<file path="config.mk">
export PLATFORM = sky130hd
export DESIGN_NAME = fetch_unit
export DESIGN_NICKNAME = d
export VERILOG_FILES = /design/src/rtl/fetch_unit_pkg.sv /design/src/rtl/fetch_queue.sv /design/src/rtl/fetch_unit.sv
export SDC_FILE = /design/constraint.sdc
export NUM_CORES = 1
export LEC_CHECK = 0
export BUFFER_PORTS_ARGS = -buffer_cell sky130_fd_sc_hd__buf_2
export CAP_MARGIN = 20
export CORE_MARGIN = 2
export CORE_UTILIZATION = 60
export CTS_BUF_LIST = sky130_fd_sc_hd__clkbuf_8 sky130_fd_sc_hd__clkbuf_16
export DETAILED_ROUTE_END_ITERATION = 7
export PLACE_DENSITY = 0.94
export SLEW_MARGIN = 40
export SYNTH_ARGS = -nofsm -noshare
export SYNTH_HDL_FRONTEND = slang
export SYNTH_HIERARCHICAL = 1
export SYNTH_SLANG_ARGS = --single-unit
</file>
<file path="constraint.sdc">
create_clock -name clk -period 5.4 [get_ports clk]
set_clock_uncertainty 0.05 [all_clocks]
set_input_delay 0.54 -clock clk [delete_from_list [all_inputs] [get_ports clk]]
set_output_delay 0.54 -clock clk [all_outputs]
set_load 0.05 [all_outputs]
</file>
<file path="src/rtl/fetch_unit_pkg.sv">
// Shared definitions for the fetch sequencer: FSM state encoding, PC step and sizing helper.
package fetch_unit_pkg;

    typedef enum logic [1:0] {
        ST_IDLE    = 2'd0,
        ST_REQ     = 2'd1,
        ST_SETTLE  = 2'd2,
        ST_DISCARD = 2'd3
    } fetch_state_t;

    localparam int unsigned PC_INC = 4;

    // Occupancy counter must represent 0..depth inclusive.
    function automatic int cnt_width(input int depth);
        return $clog2(depth + 1);
    endfunction

endpackage

</file>
<file path="src/rtl/fetch_queue.sv">
// Synchronous FIFO of {pc, instruction} pairs with flush; flush wins over push/pop.
// Pop on empty and push during flush are ignored; the caller guarantees no push when full.
module fetch_queue
    import fetch_unit_pkg::*;
#(
    parameter int DATA_W = 32,
    parameter int DEPTH  = 4
) (
    input  logic                          clk,
    input  logic                          rst,
    input  logic                          i_push,
    input  logic [DATA_W-1:0]             i_push_pc,
    input  logic [DATA_W-1:0]             i_push_inst,
    input  logic                          i_pop,
    input  logic                          i_flush,
    output logic [DATA_W-1:0]             o_head_pc,
    output logic [DATA_W-1:0]             o_head_inst,
    output logic [cnt_width(DEPTH)-1:0]   o_count,
    output logic                          o_full,
    output logic                          o_empty
);
    localparam int PTR_W = $clog2(DEPTH);
    localparam int CNT_W = cnt_width(DEPTH);

    logic [DATA_W-1:0] r_pc_mem   [DEPTH];
    logic [DATA_W-1:0] r_inst_mem [DEPTH];
    logic [PTR_W-1:0]  r_wr_ptr;
    logic [PTR_W-1:0]  r_rd_ptr;
    logic [CNT_W-1:0]  r_count;
    logic              w_push_ok;
    logic              w_pop_ok;

    assign o_empty   = (r_count == '0);
    assign o_full    = (r_count == CNT_W'(DEPTH));
    assign o_count   = r_count;
    assign w_push_ok = i_push && !i_flush;
    assign w_pop_ok  = i_pop && !i_flush && !o_empty;

    assign o_head_pc   = r_pc_mem[r_rd_ptr];
    assign o_head_inst = r_inst_mem[r_rd_ptr];

    always_ff @(posedge clk or negedge rst) begin
        if (!rst) begin
            r_wr_ptr <= '0;
            r_rd_ptr <= '0;
            r_count  <= '0;
        end else if (i_flush) begin
            r_wr_ptr <= '0;
            r_rd_ptr <= '0;
            r_count  <= '0;
        end else begin
            if (w_push_ok) r_wr_ptr <= r_wr_ptr + 1'b1;
            if (w_pop_ok)  r_rd_ptr <= r_rd_ptr + 1'b1;
            if (w_push_ok && !w_pop_ok)      r_count <= r_count + 1'b1;
            else if (!w_push_ok && w_pop_ok) r_count <= r_count - 1'b1;
        end
    end

    // Storage needs no reset: entries are only observed while counted valid.
    always_ff @(posedge clk) begin
        if (w_push_ok) begin
            r_pc_mem[r_wr_ptr]   <= i_push_pc;
            r_inst_mem[r_wr_ptr] <= i_push_inst;
        end
    end

endmodule

</file>
<file path="src/rtl/fetch_unit.sv">
// Instruction fetch sequencer: one outstanding imem read at a time, queues {pc, inst} for decode,
// and drives the PC register load port with pc+4 or a redirect target (registered, one-cycle pulse).
module fetch_unit
    import fetch_unit_pkg::*;
#(
    parameter int DATA_W = 32,
    parameter int DEPTH  = 4
) (
    input  logic              clk,
    input  logic              rst,
    input  logic [DATA_W-1:0] pc_in,
    output logic [DATA_W-1:0] pc_next,
    output logic              pc_ld,
    output logic              imem_req,
    output logic [DATA_W-1:0] imem_addr,
    input  logic              imem_ack,
    input  logic [DATA_W-1:0] imem_rdata,
    input  logic              redirect_valid,
    input  logic [DATA_W-1:0] redirect_pc,
    output logic              inst_valid,
    input  logic              inst_ready,
    output logic [DATA_W-1:0] inst_data,
    output logic [DATA_W-1:0] inst_pc
);
    localparam int CNT_W = cnt_width(DEPTH);

    fetch_state_t      r_state;
    fetch_state_t      w_state_nxt;
    logic              r_imem_req;
    logic              w_imem_req_nxt;
    logic [DATA_W-1:0] r_imem_addr;
    logic [DATA_W-1:0] w_imem_addr_nxt;
    logic              r_pc_ld;
    logic              w_pc_ld_nxt;
    logic [DATA_W-1:0] r_pc_next;
    logic [DATA_W-1:0] w_pc_next_nxt;
    logic              w_push;
    logic              w_pop;
    logic              w_can_issue;
    logic [CNT_W-1:0]  w_count;
    logic              w_full;
    logic              w_empty;

    assign w_can_issue = (w_count < CNT_W'(DEPTH));
    assign inst_valid  = (w_count != '0) && !redirect_valid;
    assign w_pop       = inst_valid && inst_ready;

    assign imem_req  = r_imem_req;
    assign imem_addr = r_imem_addr;
    assign pc_ld     = r_pc_ld;
    assign pc_next   = r_pc_next;

    always_ff @(posedge clk or negedge rst) begin
        if (!rst) begin
            r_state     <= ST_IDLE;
            r_imem_req  <= 1'b0;
            r_imem_addr <= '0;
            r_pc_ld     <= 1'b0;
            r_pc_next   <= '0;
        end else begin
            r_state     <= w_state_nxt;
            r_imem_req  <= w_imem_req_nxt;
            r_imem_addr <= w_imem_addr_nxt;
            r_pc_ld     <= w_pc_ld_nxt;
            r_pc_next   <= w_pc_next_nxt;
        end
    end

    // A redirect always lands in SETTLE unless a read is still in flight to be drained.
    always_comb begin
        w_state_nxt = r_state;
        unique case (r_state)
            ST_IDLE: begin
                if (redirect_valid)   w_state_nxt = ST_SETTLE;
                else if (w_can_issue) w_state_nxt = ST_REQ;
            end
            ST_REQ: begin
                if (redirect_valid) w_state_nxt = imem_ack ? ST_SETTLE : ST_DISCARD;
                else if (imem_ack)  w_state_nxt = ST_SETTLE;
            end
            ST_SETTLE: begin
                w_state_nxt = redirect_valid ? ST_SETTLE : ST_IDLE;
            end
            ST_DISCARD: begin
                if (imem_ack) w_state_nxt = redirect_valid ? ST_SETTLE : ST_IDLE;
            end
        endcase
    end

    always_comb begin
        w_imem_req_nxt  = r_imem_req;
        w_imem_addr_nxt = r_imem_addr;
        w_pc_ld_nxt     = 1'b0;
        w_pc_next_nxt   = r_pc_next;
        w_push          = 1'b0;
        unique case (r_state)
            ST_IDLE: begin
                if (!redirect_valid && w_can_issue) begin
                    w_imem_req_nxt  = 1'b1;
                    w_imem_addr_nxt = pc_in;
                end
            end
            ST_REQ: begin
                if (imem_ack) begin
                    w_imem_req_nxt = 1'b0;
                    if (!redirect_valid) begin
                        w_push        = 1'b1;
                        w_pc_ld_nxt   = 1'b1;
                        w_pc_next_nxt = r_imem_addr + DATA_W'(PC_INC);
                    end
                end
            end
            ST_SETTLE: begin
            end
            ST_DISCARD: begin
                if (imem_ack) w_imem_req_nxt = 1'b0;
            end
        endcase
        if (redirect_valid) begin
            w_pc_ld_nxt   = 1'b1;
            w_pc_next_nxt = redirect_pc;
        end
    end

    fetch_queue #(
        .DATA_W (DATA_W),
        .DEPTH  (DEPTH)
    ) u_queue (
        .clk         (clk),
        .rst         (rst),
        .i_push      (w_push),
        .i_push_pc   (r_imem_addr),
        .i_push_inst (imem_rdata),
        .i_pop       (w_pop),
        .i_flush     (redirect_valid),
        .o_head_pc   (inst_pc),
        .o_head_inst (inst_data),
        .o_count     (w_count),
        .o_full      (w_full),
        .o_empty     (w_empty)
    );

    a_no_overflow:  assert property (@(posedge clk) disable iff (!rst) w_push |-> !w_full);
    a_no_underflow: assert property (@(posedge clk) disable iff (!rst) w_pop |-> !w_empty);

endmodule

</file>
==> impl_metrics.yaml, run 1 <==
drt:
  via_per_inst: 6.100
  drt_iter0_drc: 614
  ant_nets: 0
  route.detailed.wl_per_inst_um: 24.62
  drc_errors: 0
  via_count: 7497
  drt-total-wl_um: 30260
  drt-pass1-iter-count: 5
min_path:
  hold_path.class: "primary input to asynchronous set/reset pin"
placed_design:
  hpwl_um: 19090
  place_area_um2: 14500
  io_buffers: 231
  gp_congestion: 0.8391
  place_inst: 1165
finish:
  fillers: 1251
  fin_area_um2: 15530
  drive_above_1_share_pct: 41.43
  area_growth_pct: 19.75
  stdcell_count: 1229
  num-nets-final: 1033
pwr:
  p_int_w: 0.004455
  ir_drop_mv: 0.2969
  p_leak_nw: 5.707
  clock_power_share_pct: 34.2
  power.switching_w: 0.001814
  seqPwrFrac_pct: 51.3
  p_per_area_nw_per_um2: 403.6
  power.share.switching_pct: 28.94
  p_comb_share_pct: 14.5
critical_path:
  reg2reg_to: "u_queue/o_count[1]"
  crit_path_end_kind: "flop"
  reg2regPathDepth: 9
  worst_setup_path_start_kind: "flop"
  r2r_setup_slack_ns: 2.04
  required_ns: 5.76
  path_class: "flop to flop"
  r2r_start: "r_state[0]"
  critPathArrivalTime_ns: 3.71
  cp_max_fo: 28
sta:
  rsz0062_at_grt: "no"
  drv_slew: 0
  finalSetupTns_ns: 0
  max_freq_mhz: 298.1
  fin_crit_ns: 3.355
  slew_headroom_pct: 51.12
  setup_viol: 0
  hold_viol: 0
  timing.final.crit_share_pct: 62.13
  worst_slew_pin_slew_ns: 0.7333
status:
  status: "finished, final reports clean"
floorplanning:
  start_util_pct: 61.51
  dieHeight_um: 151.0
  die_w_um: 151.0
  die_area_um2: 22810
  core-area_um2: 21090
  ios: 232
  core.rowCount: 53
clock_tree:
  numCtsBuffers: 34
  cts.sinks: 331
  clock_latency_ns: 0.50
  post-cts-setup-buffers: 0
  cts_tree: "done"
  cts_buffer_depth: 3
  path_clk_slew_ns: 0.06
  cts_max_level: 2
  ctsHoldBuffers: 0
  clockRootBuffer: "clkbuf_16"
  cts-resized-gates: 0
flow_run:
  cap_violations: 0
synthesis:
  avgSynthCellArea_um2: 19.16
  syn_inst: 677
  syn_nets: 784
  yosysWarningCount: 6
  syn-cell-area_um2: 12970
grt:
  use_met2_pct: 45.84
  grt_pass1_wl_um: 45540
  antenna_found_initial: 3
  grtUsageTotal_pct: 27.05
  overflow: 0
  busiest_layer: "met2"
  grt_max_degree: 76
  grt_pass1_vias: 7861
  grtUsageMet3_pct: 4.970
  use_met1_pct: 36.27
## power by group through the flow
stage	Sequential [W]	Clock [W]	Combinational (W)
6_report	0.00321	0.00215	0.000908
5_1_grt	0.00324	0.00229	0.000949
4_1_cts	0.00321	0.00218	0.000910
3_5_place_dp	0.00326	0	0.000901
3_3_place_gp	0.00324	0	0.000878
2_1_floorplan	0.00355	0	0.000261
## cell type report
type                            count  area (um^2)  share of cell area, %
Timing Repair Buffer              243         1328                  8.547
Multi-Input combinational cell    305         3211                  20.67
Clock inverter                     24        126.4                 0.8136
Inverter                           11        41.29                 0.2658
Tap cell                          275        344.1                  2.215
Antenna cell                        3        7.507                0.04833
Clock buffer                       37        903.4                  5.816
Sequential cell                   331         9572                  61.62
## worst max-delay path, cell delays in order (launching register included)
cell and delay [ns]:
dfrtp_1 0.48, and2_1 0.23, nand3_1 0.11, buf_4 0.26, inv_1 0.40, nor2b_1 0.39, and2_1 0.19, fa_1 0.43
or4b_1 0.52, a31oi_1 0.20
## flip-flops by register name, summed over array words and instances, names as in the netlist
| register | cells |
|---|---|
| u_queue/r_rd_ptr | 2 |
| r_state | 2 |
| u_queue/r_pc_mem | 128 |
| pc_next | 32 |
| pc_ld | 1 |
| u_queue/o_count | 3 |
| u_queue/r_inst_mem | 128 |
| u_queue/r_wr_ptr | 2 |
| imem_addr | 32 |
| imem_req | 1 |
## placed cells by master, fill, tap and decap left out, types with 9 or more instances in the layout
master,instances
nand2_1,20
mux4_2,63
mux2_2,32
xnor2_1,16
xor2_1,15
o21ai_0,24
dfrtp_1,73
nor2_1,16
buf_2,230
clkbuf_16,35
nand4_1,9
nand3_1,12
edfxtp_1,256
inv_1,28
a22oi_1,24
## per-stage QoR
stage                     util (%)  power (W)  hold WS (ns)  setup WS [ns]
after floorplan                  -   0.003814        0.1944          1.657
after global placement       68.15   0.004123        0.4201          2.125
after detailed placement     68.74   0.004159        0.4206          1.938
after CTS                    73.62   0.006298       0.05874          2.092
after global routing         73.62   0.006474       0.09198          1.900
final                        73.66   0.006270       0.02520          2.045
## worst max-delay path by stage
stage	end	depth (start not counted)	from
after detailed placement	u_queue/o_count[1]	10	redirect_valid
after global placement	u_queue/o_count[1]	10	redirect_valid
after CTS	u_queue/o_count[1]	9	r_state[0]
final	u_queue/o_count[1]	9	r_state[0]
after floorplan	u_queue/r_inst_mem[0][0]	7	redirect_valid
after global routing	u_queue/o_count[1]	9	r_state[0]
## layer usage
layer	part of all wire (%)	routed length (um)
met5	0	0
met4	2.0	610
met3	7.8	2370
met2	52	15710
met1	38	11570
Power figures use the tool's default switching activity.
==> run 2, diff against run 1 <==
ABC_AREA = 1   (was unset)
CORE_UTILIZATION = 56   (was 60)
PLACE_DENSITY = 0.89   (was 0.94)
clock period = 3.3 ns   (was 5.4 ns; I/O delays follow)
==> run 2 against run 1 <==
Against the previous run:
- via count increased by 35%
- wire length increased by 8.9%
- non-clock buffer count up 38
- area after synthesis grew 5.3%
- critical path depth fell by 4
- combinational power grew to 4.0 times the previous value
- total power rose by 110%
- flip-flop and latch count unchanged
==> impl_metrics.yaml, run 2 <==
status:
  status: "finished, final reports clean"
critical_path:
  reg2regPathDepth: 9
  worst_setup_path_start_kind: "flop"
  critPathArrivalTime_ns: 2.51
  crit_path_end_kind: "output port"
  startpoint: "u_queue/r_rd_ptr[0]"
  r2r_start: "r_state[0]"
  required_ns: 2.92
  reg2reg_to: "u_queue/r_inst_mem[1][5]"
  path_class: "flop to output port"
  endpoint: "inst_data[21]"
  cp_max_fo: 49
  r2r_setup_slack_ns: 0.86
sta:
  drv_slew: 0
  hold_viol: 0
  worst_hold_slack_ns: 0.009979
  finalSetupTns_ns: 0
  max_freq_mhz: 345.4
  fin_crit_ns: 2.895
  slew_headroom_pct: 51.98
  timing.final.crit_share_pct: 87.72
  setup_viol: 0
  rsz0062_at_grt: "no"
  worst_slew_pin_slew_ns: 0.7192
clock_tree:
  clockRootBuffer: "clkbuf_16"
  cts.sinks: 331
  cts_tree: "done"
  numCtsBuffers: 34
  cts_buffer_depth: 3
  cts_max_level: 2
  clock_latency_ns: 0.51
  path_clk_slew_ns: 0.06
  cts-resized-gates: 0
drt:
  drc_errors: 0
  drt-total-wl_um: 32950
  via_per_inst: 5.646
  drt-pass1-iter-count: 5
  via_count: 10100
  drt_iter0_drc: 738
  route.detailed.wl_per_inst_um: 18.42
  ant_nets: 0
synthesis:
  avgSynthCellArea_um2: 11.56
  yosysWarningCount: 6
  syn-cell-area_um2: 13660
  syn_inst: 1182
  syn_nets: 1289
placed_design:
  hpwl_um: 19800
  io_buffers: 231
  place_inst: 1691
  gp_congestion: 0.9588
pwr:
  ir_drop_mv: 0.5393
  p_total_w: 0.01305
  p_leak_nw: 6.555
  p_per_area_nw_per_um2: 787.5
finish:
  multiInputGateArea_um2: 3567
  seqCellArea_um2: 9569
  num-nets-final: 1547
  stdcell_count: 1789
  antenna_cells: 0
  layout_common_cells: "edfxtp_1 (256), buf_2 (230), nor2_1 (219)"
  area_growth_pct: 21.27
  fillers: 1716
  drive_above_1_share_pct: 23.28
  final_common_cell: "edfxtp_1"
  reg_top3: "u_queue/r_inst_mem: 128 flops, u_queue/r_pc_mem: 128 flops"
  fin_util_pct: 68.73
floorplanning:
  core-area_um2: 24110
  ios: 232
  die_area_um2: 25660
  core.rowCount: 57
  start_util_pct: 56.67
  die_w_um: 160.2
  dieHeight_um: 160.2
flow_run:
  cap_violations: 0
grt:
  overflow: 0
  grtUsageTotal_pct: 25.46
  grt_max_degree: 129
  antenna_found_initial: 1
  grt_pass1_vias: 10120
  grt_pass1_wl_um: 51600
min_path:
  hold_path.class: "primary input to flop"
run 2: power by group:
group | internal [W] | switching, W
registers | 0.00506 | 0.000723
clock network | 0.00217 | 0.00149
logic | 0.000860 | 0.00275
run 2: repair_timing:
item,4_1_cts,5_1_grt
endpoints found under the hold margin,191,0
hold buffers,37,0
setup buffers,0,0
endpoints found under the setup margin,0,0
run 2: how the worst min path moves through the flow:
stage               cells after the start  slack (ns)        start      endpoint
detailed placement                      1        0.35          rst    r_state[1]
global route                            2       0.004     pc_in[3]  imem_addr[3]
CTS                                     2     0.00007     pc_in[3]  imem_addr[3]
finish                                  2        0.01     pc_in[3]  imem_addr[3]
global placement                        2        0.41  pc_next[17]   pc_next[17]
floorplan                               0       -0.02          rst  imem_addr[0]
run 2: critical path, cell delays in order, from the launching register on:
cell,delay (ns)
dfrtp_4,0.50
inv_4,0.40
buf_4,0.38
o21ai_0,0.13
o22ai_1,0.25
buf_2,0.33
run 2: area by class of cell:
class | instances | area share (%)
Clock buffer | 37 | 5.589
Clock inverter | 24 | 0.9289
Inverter | 60 | 1.375
Multi-Input combinational cell | 732 | 21.53
Sequential cell | 331 | 57.76
Tap cell | 324 | 2.447
Timing Repair Buffer | 281 | 10.37
run 2: stage by stage:
| stage | worst slack (ns) | area [um^2] |
|---|---|---|
| 3_3_place_gp | 0.8038 | 15110 |
| 6_report | 0.4052 | 16570 |
| 5_1_grt | 0.2643 | 16570 |
| 3_5_place_dp | 0.7727 | 15120 |
| 2_1_floorplan | -0.1686 | 13670 |
| 4_1_cts | 0.4089 | 16570 |
run 2: routing by layer:
metal  GRT usage, %  vias to the layer above  wire length (um)
met2          43.25                      493             16300
li1               -                     4661                 -
met5              0                        -                 0
met1          33.05                     4881             13180
met3          5.013                       65              2635
met4          8.886                        0               832
==> run 3, diff against run 2 <==
ABC_AREA = 0   (was 1)
==> run 3 against run 2 <==
Against the previous run:
- non-clock buffer count grew 6
- sequential share of layout area up 1.8 points
- die area down 4.9%
- highest routed layer unchanged
- final cell count down 28%
- flip-flop and latch count unchanged
- largest power group unchanged
- core utilization increased by 2.1 points
- critical endpoint is now inst_pc[18]
- setup slack improved by 0.14 ns
- global-route usage is 0.92 points lower
- clock-buffer cell count is 1 lower
- combinational power decreased by 58%
- largest cell class unchanged
- critical path type unchanged
==> impl_metrics.yaml, run 3 (same netlist as run 1, synthesis figures left out) <==
clock_tree:
  cts_max_level: 2
  ctsHoldBuffers: 42
  numCtsBuffers: 34
  cts_tree: "done"
  path_clk_slew_ns: 0.06
  cts.sinks: 331
  clockRootBuffer: "clkbuf_16"
  clock_latency_ns: 0.50
  cts_buffer_depth: 3
  cts-resized-gates: 0
  post-cts-setup-buffers: 0
grt:
  antenna_found_initial: 1
  grt_pass1_wl_um: 44700
  grt_max_degree: 76
  overflow: 0
  grtUsageTotal_pct: 24.54
  grt_pass1_vias: 8062
sta:
  rsz0062_at_grt: "no"
  slew_headroom_pct: 50.39
  timing.final.crit_share_pct: 83.41
  finalSetupTns_ns: 0
  max_freq_mhz: 363.3
  worst_slew_pin_slew_ns: 0.7442
  hold_viol: 0
  setup_viol: 0
  fin_crit_ns: 2.753
  drv_slew: 0
floorplanning:
  die_area_um2: 24400
  dieHeight_um: 156.2
  core.rowCount: 55
  ios: 232
  start_util_pct: 57.12
  die_w_um: 156.2
  core-area_um2: 22710
drt:
  drt-total-wl_um: 29440
  ant_nets: 0
  route.detailed.wl_per_inst_um: 22.98
  drc_errors: 0
  drt-pass1-iter-count: 5
  drt_iter0_drc: 669
  via_count: 7590
  via_per_inst: 5.925
placed_design:
  place_area_um2: 14550
  io_buffers: 231
  gp_congestion: 0.8009
  place_inst: 1177
  hpwl_um: 18300
pwr:
  ir_drop_mv: 0.5241
  p_leak_nw: 5.896
  p_per_area_nw_per_um2: 654.7
flow_run:
  cap_violations: 0
finish:
  stdcell_count: 1281
  layout_common_cells: "edfxtp_1 (256), buf_2 (230), dfrtp_1 (73)"
  reg_top3: "u_queue/r_inst_mem: 128 flops, u_queue/r_pc_mem: 128 flops"
  fin_area_um2: 16080
  drive_above_1_share_pct: 40.20
  num-nets-final: 1077
  final_common_cell: "edfxtp_1"
  area_growth_pct: 23.94
status:
  status: "finished, final reports clean"
min_path:
  min_path_cells: 2
  hold_path.class: "primary input to flop"
critical_path:
  r2r_setup_slack_ns: 0.56
  reg2regPathDepth: 8
  crit_path_end_kind: "output port"
  endpoint: "inst_pc[18]"
  cp_max_fo: 26
  critPathArrivalTime_ns: 2.37
  worst_setup_path_start_kind: "flop"
  r2r_start: "u_queue/o_count[2]"
  startpoint: "u_queue/r_rd_ptr[0]"
  required_ns: 2.92
  path_class: "flop to output port"
  reg2reg_to: "u_queue/o_count[1]"
-- run 3: routing by layer --
layer	track usage, %	routed length (um)	vias to the layer above
li1	-	-	3311
met4	7.820	735	0
met5	0	0	-
met1	32.66	11870	3867
met3	4.694	1977	59
met2	41.55	14860	353
-- run 3: power breakdown --
| group | internal [W] | leakage (nW) | total [W] | switching [W] |
|---|---|---|---|---|
| registers | 0.00483 | 3.20 | 0.00525 | 0.000421 |
| logic | 0.000457 | 2.12 | 0.00152 | 0.00107 |
| clock network | 0.00226 | 0.570 | 0.00375 | 0.00149 |
| total | 0.00754 | 5.90 | 0.0105 | 0.00298 |
-- run 3: cell type report --
type                       instances  area [um^2]
antenna                            1        2.502
multi-input combinational        305         3213
fill                            1419         6633
inverter                          11        41.29
clock inverter                    25        214.0
sequential                       331         9572
clock buffer                      36        889.6
timing repair buffer             287         1788
tap                              285        356.6
-- run 3: worst min-delay path by stage --
| stage | slack [ns] | to | startpoint |
|---|---|---|---|
| finish | 0.02 | imem_addr[16] | pc_in[16] |
| global route | 0.001 | imem_addr[19] | pc_in[19] |
| CTS | 0.0005 | u_queue/r_inst_mem[3][2] | imem_rdata[2] |
| detailed placement | 0.38 | imem_addr[25] | rst |
| global placement | 0.41 | imem_req | imem_req |
| floorplan | -0.02 | imem_addr[0] | rst |
-- run 3: through the flow --
stage | hold WS [ns] | utilization, % | total power, W | setup slack, ns
finish | 0.01893 | 70.79 | 0.01053 | 0.5474
global placement | 0.4085 | 63.88 | 0.006752 | 0.6010
floorplan | -0.01559 | - | 0.006241 | 0.2296
global route | 0.001101 | 70.78 | 0.01088 | 0.3674
detailed placement | 0.3786 | 64.07 | 0.006806 | 0.5207
CTS | 0.0005456 | 70.78 | 0.01059 | 0.4937
-- run 3: worst max-delay path, cell delays in order, from the launching register on --
cell	delay (ns)
dfrtp_4	0.73
buf_12	0.30
mux4_2	0.57
buf_2	0.24
